===== config.mk =====
export PLATFORM = sky130hd
export DESIGN_NAME = memctl_cfg_seq
export DESIGN_NICKNAME = d
export VERILOG_FILES = /design/src/rtl/memctl_cfg_seq.sv
export SDC_FILE = /design/constraint.sdc
export NUM_CORES = 1
export LEC_CHECK = 0
export CORE_MARGIN = 3
export CORE_UTILIZATION = 28
export CTS_CLUSTER_DIAMETER = 40
export CTS_CLUSTER_SIZE = 40
export DETAILED_ROUTE_END_ITERATION = 10
export GPL_ROUTABILITY_DRIVEN = 0
export HOLD_SLACK_MARGIN = 0.03
export PLACE_DENSITY = 0.83
export SETUP_SLACK_MARGIN = 0.15
export SLEW_MARGIN = 10
export SYNTH_ARGS = -nofsm -noshare
export SYNTH_HDL_FRONTEND = slang
export SYNTH_SLANG_ARGS = --single-unit

===== constraint.sdc =====
create_clock -name HCLK -period 1.93 [get_ports HCLK]
set_input_delay 0.193 -clock HCLK [delete_from_list [all_inputs] [get_ports HCLK]]
set_output_delay 0.193 -clock HCLK [all_outputs]
set_load 0.005 [all_outputs]

===== src/rtl/memctl_cfg_seq.sv =====
// Boot-time configuration sequencer: owns the AHB-Lite bus after reset, programs the SDRAM
// controller registers, then hands the bus to the CPU. Optional SCTLR polling: MEMCTL_CFG_POLL_EN.
module memctl_cfg_seq #(
    parameter logic [31:0] CFG_BASE   = 32'h2000_0000,
    parameter logic [31:0] SCONR_VAL  = 32'h0000_1A48,
    parameter logic [31:0] STMG0R_VAL = 32'h0226_6C4A,
    parameter logic [31:0] STMG1R_VAL = 32'h0007_0008,
    parameter logic [31:0] SREFR_VAL  = 32'h0000_0410,
    parameter logic [31:0] SCTLR_VAL  = 32'h0000_3089,
    parameter logic [15:0] POLL_MAX   = 16'd1023
) (
    input  logic        HCLK,
    input  logic        HRESET,
    input  logic [31:0] cpu_haddr,
    input  logic [1:0]  cpu_htrans,
    input  logic        cpu_hwrite,
    input  logic [2:0]  cpu_hsize,
    input  logic [31:0] cpu_hwdata,
    output logic        cpu_hready,
    output logic [31:0] cpu_hrdata,
    output logic [31:0] m_haddr,
    output logic [1:0]  m_htrans,
    output logic        m_hwrite,
    output logic [2:0]  m_hsize,
    output logic [31:0] m_hwdata,
    output logic        m_hsel_reg,
    input  logic        m_hready,
    input  logic        m_hresp,
    input  logic [31:0] m_hrdata,
    output logic        init_done,
    output logic        init_err
);

    localparam logic [1:0]  HTRANS_IDLE   = 2'b00;
    localparam logic [1:0]  HTRANS_NONSEQ = 2'b10;
    localparam logic [2:0]  HSIZE_WORD    = 3'b010;
    localparam logic [2:0]  LAST_IDX      = 3'd4;
    localparam logic [31:0] SCTLR_OFS     = 32'h0000_000C;

    typedef enum logic [2:0] {RST, WA, WD, RA, RD, PASS, ERR} state_t;

    state_t      state_q, state_d;
    logic [2:0]  idx_q, idx_d;
    logic [31:0] hwdata_q, hwdata_d;
    logic        done_q, done_d;
    logic        err_q, err_d;

`ifdef MEMCTL_CFG_POLL_EN
    logic [15:0] poll_q, poll_d;
    logic [15:0] poll_inc;
`else
    logic        unused_poll_max;
    assign unused_poll_max = ^POLL_MAX;
`endif

    // SCTLR goes last so the initialise request only fires once timing is programmed.
    function automatic logic [31:0] wr_offset(input logic [2:0] idx);
        case (idx)
            3'd0:    wr_offset = 32'h0000_0000;
            3'd1:    wr_offset = 32'h0000_0004;
            3'd2:    wr_offset = 32'h0000_0008;
            3'd3:    wr_offset = 32'h0000_0010;
            default: wr_offset = SCTLR_OFS;
        endcase
    endfunction

    function automatic logic [31:0] wr_value(input logic [2:0] idx);
        case (idx)
            3'd0:    wr_value = SCONR_VAL;
            3'd1:    wr_value = STMG0R_VAL;
            3'd2:    wr_value = STMG1R_VAL;
            3'd3:    wr_value = SREFR_VAL;
            default: wr_value = SCTLR_VAL;
        endcase
    endfunction

    always_ff @(posedge HCLK) begin
        if (HRESET) begin
            state_q  <= RST;
            idx_q    <= 3'd0;
            hwdata_q <= 32'h0;
            done_q   <= 1'b0;
            err_q    <= 1'b0;
`ifdef MEMCTL_CFG_POLL_EN
            poll_q   <= 16'd0;
`endif
        end else begin
            state_q  <= state_d;
            idx_q    <= idx_d;
            hwdata_q <= hwdata_d;
            done_q   <= done_d;
            err_q    <= err_d;
`ifdef MEMCTL_CFG_POLL_EN
            poll_q   <= poll_d;
`endif
        end
    end

    always_comb begin
        state_d  = state_q;
        idx_d    = idx_q;
        hwdata_d = hwdata_q;
        done_d   = done_q;
        err_d    = err_q;
`ifdef MEMCTL_CFG_POLL_EN
        poll_d   = poll_q;
        poll_inc = poll_q + 16'd1;
`endif
        case (state_q)
            RST: begin
                if (m_hready) begin
                    state_d  = WA;
                    idx_d    = 3'd0;
                    hwdata_d = wr_value(3'd0);
                end
            end
            WA: begin
                if (m_hready) state_d = WD;
            end
            WD: begin
                if (m_hresp) begin
                    state_d = ERR;
                end else if (m_hready) begin
                    if (idx_q == LAST_IDX) begin
`ifdef MEMCTL_CFG_POLL_EN
                        state_d = RA;
                        poll_d  = 16'd0;
`else
                        state_d = PASS;
`endif
                    end else begin
                        // Write data is loaded on WA entry so it is stable across the whole data phase.
                        state_d  = WA;
                        idx_d    = idx_q + 3'd1;
                        hwdata_d = wr_value(idx_q + 3'd1);
                    end
                end
            end
`ifdef MEMCTL_CFG_POLL_EN
            RA: begin
                if (m_hready) state_d = RD;
            end
            RD: begin
                if (m_hresp) begin
                    state_d = ERR;
                end else if (m_hready) begin
                    if (!m_hrdata[0]) begin
                        state_d = PASS;
                    end else begin
                        poll_d  = poll_inc;
                        state_d = (poll_inc >= POLL_MAX) ? ERR : RA;
                    end
                end
            end
`endif
            ERR:     state_d = PASS;
            default: state_d = state_q;
        endcase
        if (state_d == PASS || state_d == ERR) done_d = 1'b1;
        if (state_d == ERR) err_d = 1'b1;
    end

    always_comb begin
        m_htrans   = HTRANS_IDLE;
        m_haddr    = 32'h0;
        m_hwrite   = 1'b0;
        m_hsize    = HSIZE_WORD;
        m_hwdata   = hwdata_q;
        m_hsel_reg = 1'b0;
        cpu_hready = 1'b0;
        cpu_hrdata = 32'h0;
        case (state_q)
            WA: begin
                m_htrans   = HTRANS_NONSEQ;
                m_haddr    = CFG_BASE + wr_offset(idx_q);
                m_hwrite   = 1'b1;
                m_hsel_reg = 1'b1;
            end
            WD: begin
                m_haddr  = CFG_BASE + wr_offset(idx_q);
                m_hwrite = 1'b1;
            end
            RA: begin
                m_htrans   = HTRANS_NONSEQ;
                m_haddr    = CFG_BASE + SCTLR_OFS;
                m_hsel_reg = 1'b1;
            end
            RD: begin
                m_haddr = CFG_BASE + SCTLR_OFS;
            end
            PASS, ERR: begin
                // The CPU's held first address phase goes straight onto the bus.
                m_htrans   = cpu_htrans;
                m_haddr    = cpu_haddr;
                m_hwrite   = cpu_hwrite;
                m_hsize    = cpu_hsize;
                m_hwdata   = cpu_hwdata;
                cpu_hready = m_hready;
                cpu_hrdata = m_hrdata;
            end
            default: ;
        endcase
    end

    assign init_done = done_q;
    assign init_err  = err_q;

endmodule


==> results of run 1 <==
-- routing by layer --
layer	track usage [%]	wire length [um]	up-vias	part of all wire, %
met5	0	0	-	0
met4	6.416	265	0	2.3
met3	6.906	1033	22	8.8
met2	41.78	6198	173	53
met1	27.80	4275	1438	36
li1	-	-	1460	-
-- area by class of cell --
type	instances	area, um^2
sequential	19	399.1
multi-input combinational	221	1695
tap	75	93.84
fill	370	1186
timing repair buffer	270	2706
inverter	8	38.79
clock buffer	3	41.29
clock inverter	1	5.005
-- state kept, by name, summed over array words and instances (netlist names) --
register   count
hwdata_q      11
idx_q          3
init_done      1
init_err       1
state_q        3
-- worst max-delay path by stage --
stage	to	slack, ns	cells after the start
after detailed placement	m_haddr[2]	-0.04	7
after global routing	m_haddr[3]	0.02	8
after floorplan	hwdata_q[13]	0.29	7
after CTS	m_htrans[1]	0.02	5
after global placement	m_hsize[2]	-0.02	4
final	m_haddr[20]	0.08	7
-- worst min-delay path, stage by stage, from the launching register on --
cell and delay, ns:
dfxtp_1 0.31, nand2_1 0.05, a21oi_1 0.05
-- stage by stage --
step,cell area (um^2),cells
2_1_floorplan,1851,276
3_3_place_gp,4179,563
3_5_place_dp,4179,563
4_1_cts,4259,578
5_1_grt,4980,597
6_report,4980,597
-- report_power, final --
part	internal, mW	leakage [nW]	switching, mW	total (mW)
Sequential	0.409	0.158	0.0215	0.430
Clock	0.144	0.0255	0.146	0.290
Combinational	0.682	2.17	0.410	1.09
Total	1.24	2.36	0.578	1.81
-- repair_timing --
item / in CTS / in global routing
resized for setup: 289 / 234
buffers inserted: 8 / 14
gates cloned: 3 / 5
endpoints found under the setup margin: 107 / 111
pin swaps: 4 / 36
-- layout by cell type, fill, tap and decap left out, types with 4 or more instances in the layout --
| master | instances |
|---|---|
| dfxtp_1 | 14 |
| and3_1 | 25 |
| buf_6 | 63 |
| and3_4 | 53 |
| clkbuf_2 | 39 |
| nor2_1 | 16 |
| clkbuf_16 | 5 |
| nand2_1 | 52 |
| dfxtp_4 | 5 |
| nand2_2 | 4 |
| buf_12 | 7 |
| a21oi_1 | 11 |
| clkdlybuf4s50_1 | 107 |
| buf_4 | 31 |
| o21ai_0 | 5 |
| dlygate4sd2_1 | 4 |
| or3_1 | 5 |
-- logic make-up after synthesis --
| kind of cell | after synthesis |
|---|---|
| simple gates | 167 |
| flops | 19 |
| mux | 2 |
| xor+xnor | 2 |
| fa+ha+maj | 7 |
| buf+inv | 36 |
| compound gates | 43 |
==> results.tsv, run 1 <==
metric	value	unit
largest family of logic cells by synthesized area	simple AND/OR/NAND/NOR gates	
Final setup viols	0	
CTS hold repair buffers	0	
r2r setup slk	0.23	ns
Critical Path AT	1.66	ns
Slowest-stage cell, CP	dfxtp_4	
clock latency on the worst-skew pair	0.26	ns
post-synthesis adder-cell area fraction	4.598	%
WP buf/inv	5	
Critical Path RT	1.74	ns
critical-path cell list	xor2_4 -> buf_12 -> buf_6 -> buf_6 -> clkbuf_16 -> and3_4 -> buf_6	
port bufs	211	
Initial Util	30.01	%
VDD IR-drop max	0.2979	mV
number of enable flip-flop cells after synthesis	0	
Post-Synth Simple-Gate Area	48.01	%
Total Routing Usage GR	23.72	%
WS Path Type	reg2out	
largest net degree at the start of global routing	49	
CP dominant cell by count	buf_6	
total congestion overflow	0	
Max Root-Sink Buffers	2	
Clock Skew	0.005240	ns
initial DRC count	135	
WHS Path Cells	2	
fraction of the mapped netlist area in compound gates	15.62	%
most frequent cell after synthesis	and3_1	
nets	635	
crit end category	output pin	
area growth from synthesis to layout	169.1	%
pwr dens	364.0	nW/um^2
count of different cell masters after synthesis	44	
H-Tree Depth	1	
CTS tree	yes	
Synth Cell Area	1851	um^2
Die ar.	7620	um^2
Final WS setup	0.07998	ns
Synthesized Nets	388	
Post-synth ARST share	0	%
worst r2r src	idx_q[0]	
maxcap violations	0	
RSZ-0062 raised after global routing	yes	
DRT Wirelength	11.77	mm
Critical path origin	state_q[1]	
Yosys top cell area share	26.37	%
YS warnings	0	
Slew @ Worst Pin	0.6114	ns
Fmax achieved	540.5	MHz
final hold viol count	0	
Mapped Cells	276	
Synth area leader	and3_1	
first-pass GRT wire length	14.39	mm
Area contributors post-synth	and3_1 26%, dfxtp_1 21%, nand2_1 12%, ha_1 4.1%, clkbuf_1 3.9%	
status	finished, final reports clean	
Die Wd	87.30	um
ANT nets after route	0	
commonest cells in the synthesized netlist	78 x and3_1, 57 x nand2_1, 19 x clkbuf_1, 19 x dfxtp_1, 16 x nor2_1	
Startpoint Class	register	
minimum hold slack	0.4600	ns
Most used DFF post-synth	dfxtp_1	
slowest stage delay, CP	0.41	ns
syn avg cell area	6.705	um^2
CTS sink count	19	
Reg2Reg Depth	5	
hold_sp	hwdata_q[10]	
worst min path class	reg2reg	
pre-CTS setup slack	-0.03604	ns
wire length per cell	19.72	um
Tcrit/Tclk final	95.86	%
multiplexer area fraction after synthesis	1.082	%
Layout Utilization	80.76	%
Max-slew headroom	59.11	%
post-DP HPWL	7.549	mm
initial antenna violation count	0	
vias	3093	
row cnt	28	
Tot Pwr	1.813	mW
Core Area	6166	um^2
critical path peak fanout	7	
Pre-antenna DRT Iters	4	
vias in the first global route	2845	
Worst-path clk slew	0.08	ns
Final min period	1.850	ns
clock buffer count from CTS	3	
Die Ht	87.30	um
setup_tns	0	ns
I/O Pins	212	
Synth Area in XOR/XNOR	1.352	%
critical path's top delay family	buffers and inverters	
hold worst-path end	hwdata_q[10]	
root buffer cell	clkbuf_8	
ANT cells	0	
share of layout cells above drive strength 1	46.93	%
Seq/Total Area, Yosys	20.55	%
Slew Viols, Final	0	
Yosys reg bits	19	
DRC Markers	0	
Pleak	2.357	nW
vias per std cell	5.181	
FF-to-FF End	hwdata_q[13]	
Power figures use the tool's default switching activity.
==> run 2, diff against run 1 <==
Settings changed: PLACE_DENSITY 0.83 to 0.85.
==> run 2 against run 1 <==
Against the previous run:
- cell count down 2.3%
- global-route usage fell by 0.91 points
- sequential power is essentially flat
- cell area shrank 10%
- largest power group unchanged
==> results.tsv, run 2 (synthesized netlist as in run 1, its figures left out) <==
metric	value	unit	change
Storage cell area	399.1	um^2	unchanged
post-DP HPWL	7.415	mm	-1.8%
row cnt	28		unchanged
Regs by FF count	hwdata_q (11), idx_q (3), state_q (3)		
status	finished, final reports clean		
Pleak	2.330	nW	-1.2%
VDD IR-drop max	0.2499	mV	-16%
Largest Register	hwdata_q		
nets	621		-2.2%
clock latency on the worst-skew pair	0.27	ns	about the same
Final WS setup	0.07039	ns	-0.009594 ns
Max Root-Sink Buffers	2		unchanged
fillcell total	493		+33%
minimum hold slack	0.4567	ns	-0.003357 ns
maxcap violations	0		unchanged
total congestion overflow	0		unchanged
initial DRC count	147		+8.9%
most frequent cells in the layout	107 x clkdlybuf4s50_1, 52 x nand2_1, 51 x and3_1		
Final setup viols	0		unchanged
port bufs	211		unchanged
multi-input logic area	1578	um^2	-6.9%
Tot Pwr	1.621	mW	-11%
CTS sink count	19		unchanged
area growth from synthesis to layout	142.3	%	
crit end category	output pin		
root buffer cell	clkbuf_8		
Pre-antenna DRT Iters	4		unchanged
Core Area	6166	um^2	unchanged
Die ar.	7620	um^2	unchanged
ANT cells	0		unchanged
DRC Markers	0		unchanged
WHS Path Cells	2		unchanged
I/O Pins	212		unchanged
max reg flops	11		unchanged
placed cells	557		-1.1%
initial antenna violation count	0		unchanged
worst min path class	reg2reg		
Slew Viols, Final	0		unchanged
Tcrit/Tclk final	96.35	%	+0.50 points
Critical Path RT	1.74	ns	about the same
first-pass GRT wire length	13.88	mm	-3.6%
pwr dens	361.5	nW/um^2	-0.68%
Final min period	1.860	ns	+0.009594 ns
Slew @ Worst Pin	0.3437	ns	-0.2678 ns
Reg2Reg Depth	6		+1
critical path peak fanout	12		+5
Startpoint Class	register		
CTS hold repair buffers	0		unchanged
Clock Skew	0.01048	ns	+0.005244 ns
WS Path Type	reg2out		
hold_sp	hwdata_q[4]		
vias	2930		-5.3%
commonest non-fill, non-tap cell in the layout	clkdlybuf4s50_1		
largest net degree at the start of global routing	79		+61%
ANT nets after route	0		unchanged
Max-slew headroom	77.09	%	+18 points
final hold viol count	0		unchanged
wire length per cell	17.63	um	-11%
Die Ht	87.30	um	unchanged
Critical Path AT	1.67	ns	about the same
Worst-path clk slew	0.08	ns	about the same
Die Wd	87.30	um	unchanged
DRT Wirelength	10.28	mm	-13%
Layout Utilization	72.71	%	-8.1 points
pre-CTS setup slack	-0.04717	ns	-0.01113 ns
post-layout instance count excluding filler cells	583		-2.3%
Placement Cell Area	4146	um^2	-0.78%
Fmax achieved	537.7	MHz	-0.52%
vias in the first global route	2740		-3.7%
share of layout cells above drive strength 1	38.39	%	-8.5 points
RSZ-0062 raised after global routing	yes		
H-Tree Depth	1		unchanged
worst r2r src	idx_q[0]		
clock buffer count from CTS	3		unchanged
setup_tns	0	ns	unchanged
Critical path origin	state_q[1]		
Initial Util	30.01	%	unchanged
final instance area	4483	um^2	-10%
Total Routing Usage GR	22.81	%	-0.91 points
vias per std cell	5.026		-3.0%
CTS tree	yes		
-- run 2: cell count changes in the layout (fill, tap and decap cells not counted), moves of 2 or more --
cell	change
buf_6	-42
and3_1	+26
and3_4	-26
buf_2	+20
clkbuf_2	+6
clkbuf_16	-4
clkdlybuf4s15_1	+4
dlygate4sd2_1	+3
dlymetal6s2s_1	+3
buf_4	-2
buf_8	-2
-- run 2: critical path, stage by stage, from the launching register on --
cell and delay, ns:
dfxtp_4 0.39, xor2_4 0.19, buf_12 0.14, buf_6 0.11, buf_12 0.12, buf_16 0.13
and3_1 0.17, buf_2 0.12
-- run 2: layout make-up --
type,count,share of cell area (%)
inverters,8,0.8652
multi-input cells,221,35.19
flip-flops and latches,19,8.903
clock buffers,3,0.9210
well taps,75,2.093
clock inverters,1,0.1116
repair buffers,256,51.91
-- run 2: path summary, 6_finish.rpt --
check	endpoint	slack (ns)
max	m_hwdata[23]	0.07
min	hwdata_q[4]	0.46
max reg2reg	hwdata_q[10]	0.19
min reg2reg	hwdata_q[4]	0.46
-- run 2: per-layer routing --
| layer | up-vias | GRT usage [%] | part of all wire (%) |
|---|---|---|---|
| li1 | 1428 | - | - |
| met1 | 1338 | 27.08 | 35 |
| met2 | 154 | 41.16 | 54 |
| met3 | 10 | 6.244 | 9.7 |
| met4 | 0 | 3.905 | 1.4 |
| met5 | - | 0 | 0 |
-- run 2: where the power goes --
| part | switching (mW) | internal, mW | leakage (nW) |
|---|---|---|---|
| Sequential | 0.0233 | 0.409 | 0.158 |
| Combinational | 0.341 | 0.554 | 2.15 |
| Clock | 0.149 | 0.144 | 0.0255 |
| Total | 0.514 | 1.11 | 2.33 |
-- run 2: timing repair --
action | 4_1_cts | 5_1_grt
resized for setup | 245 | 173
setup buffers | 7 | 11
cloned | 3 | 1
pin swaps | 3 | 21
setup endpoints to repair | 109 | 63
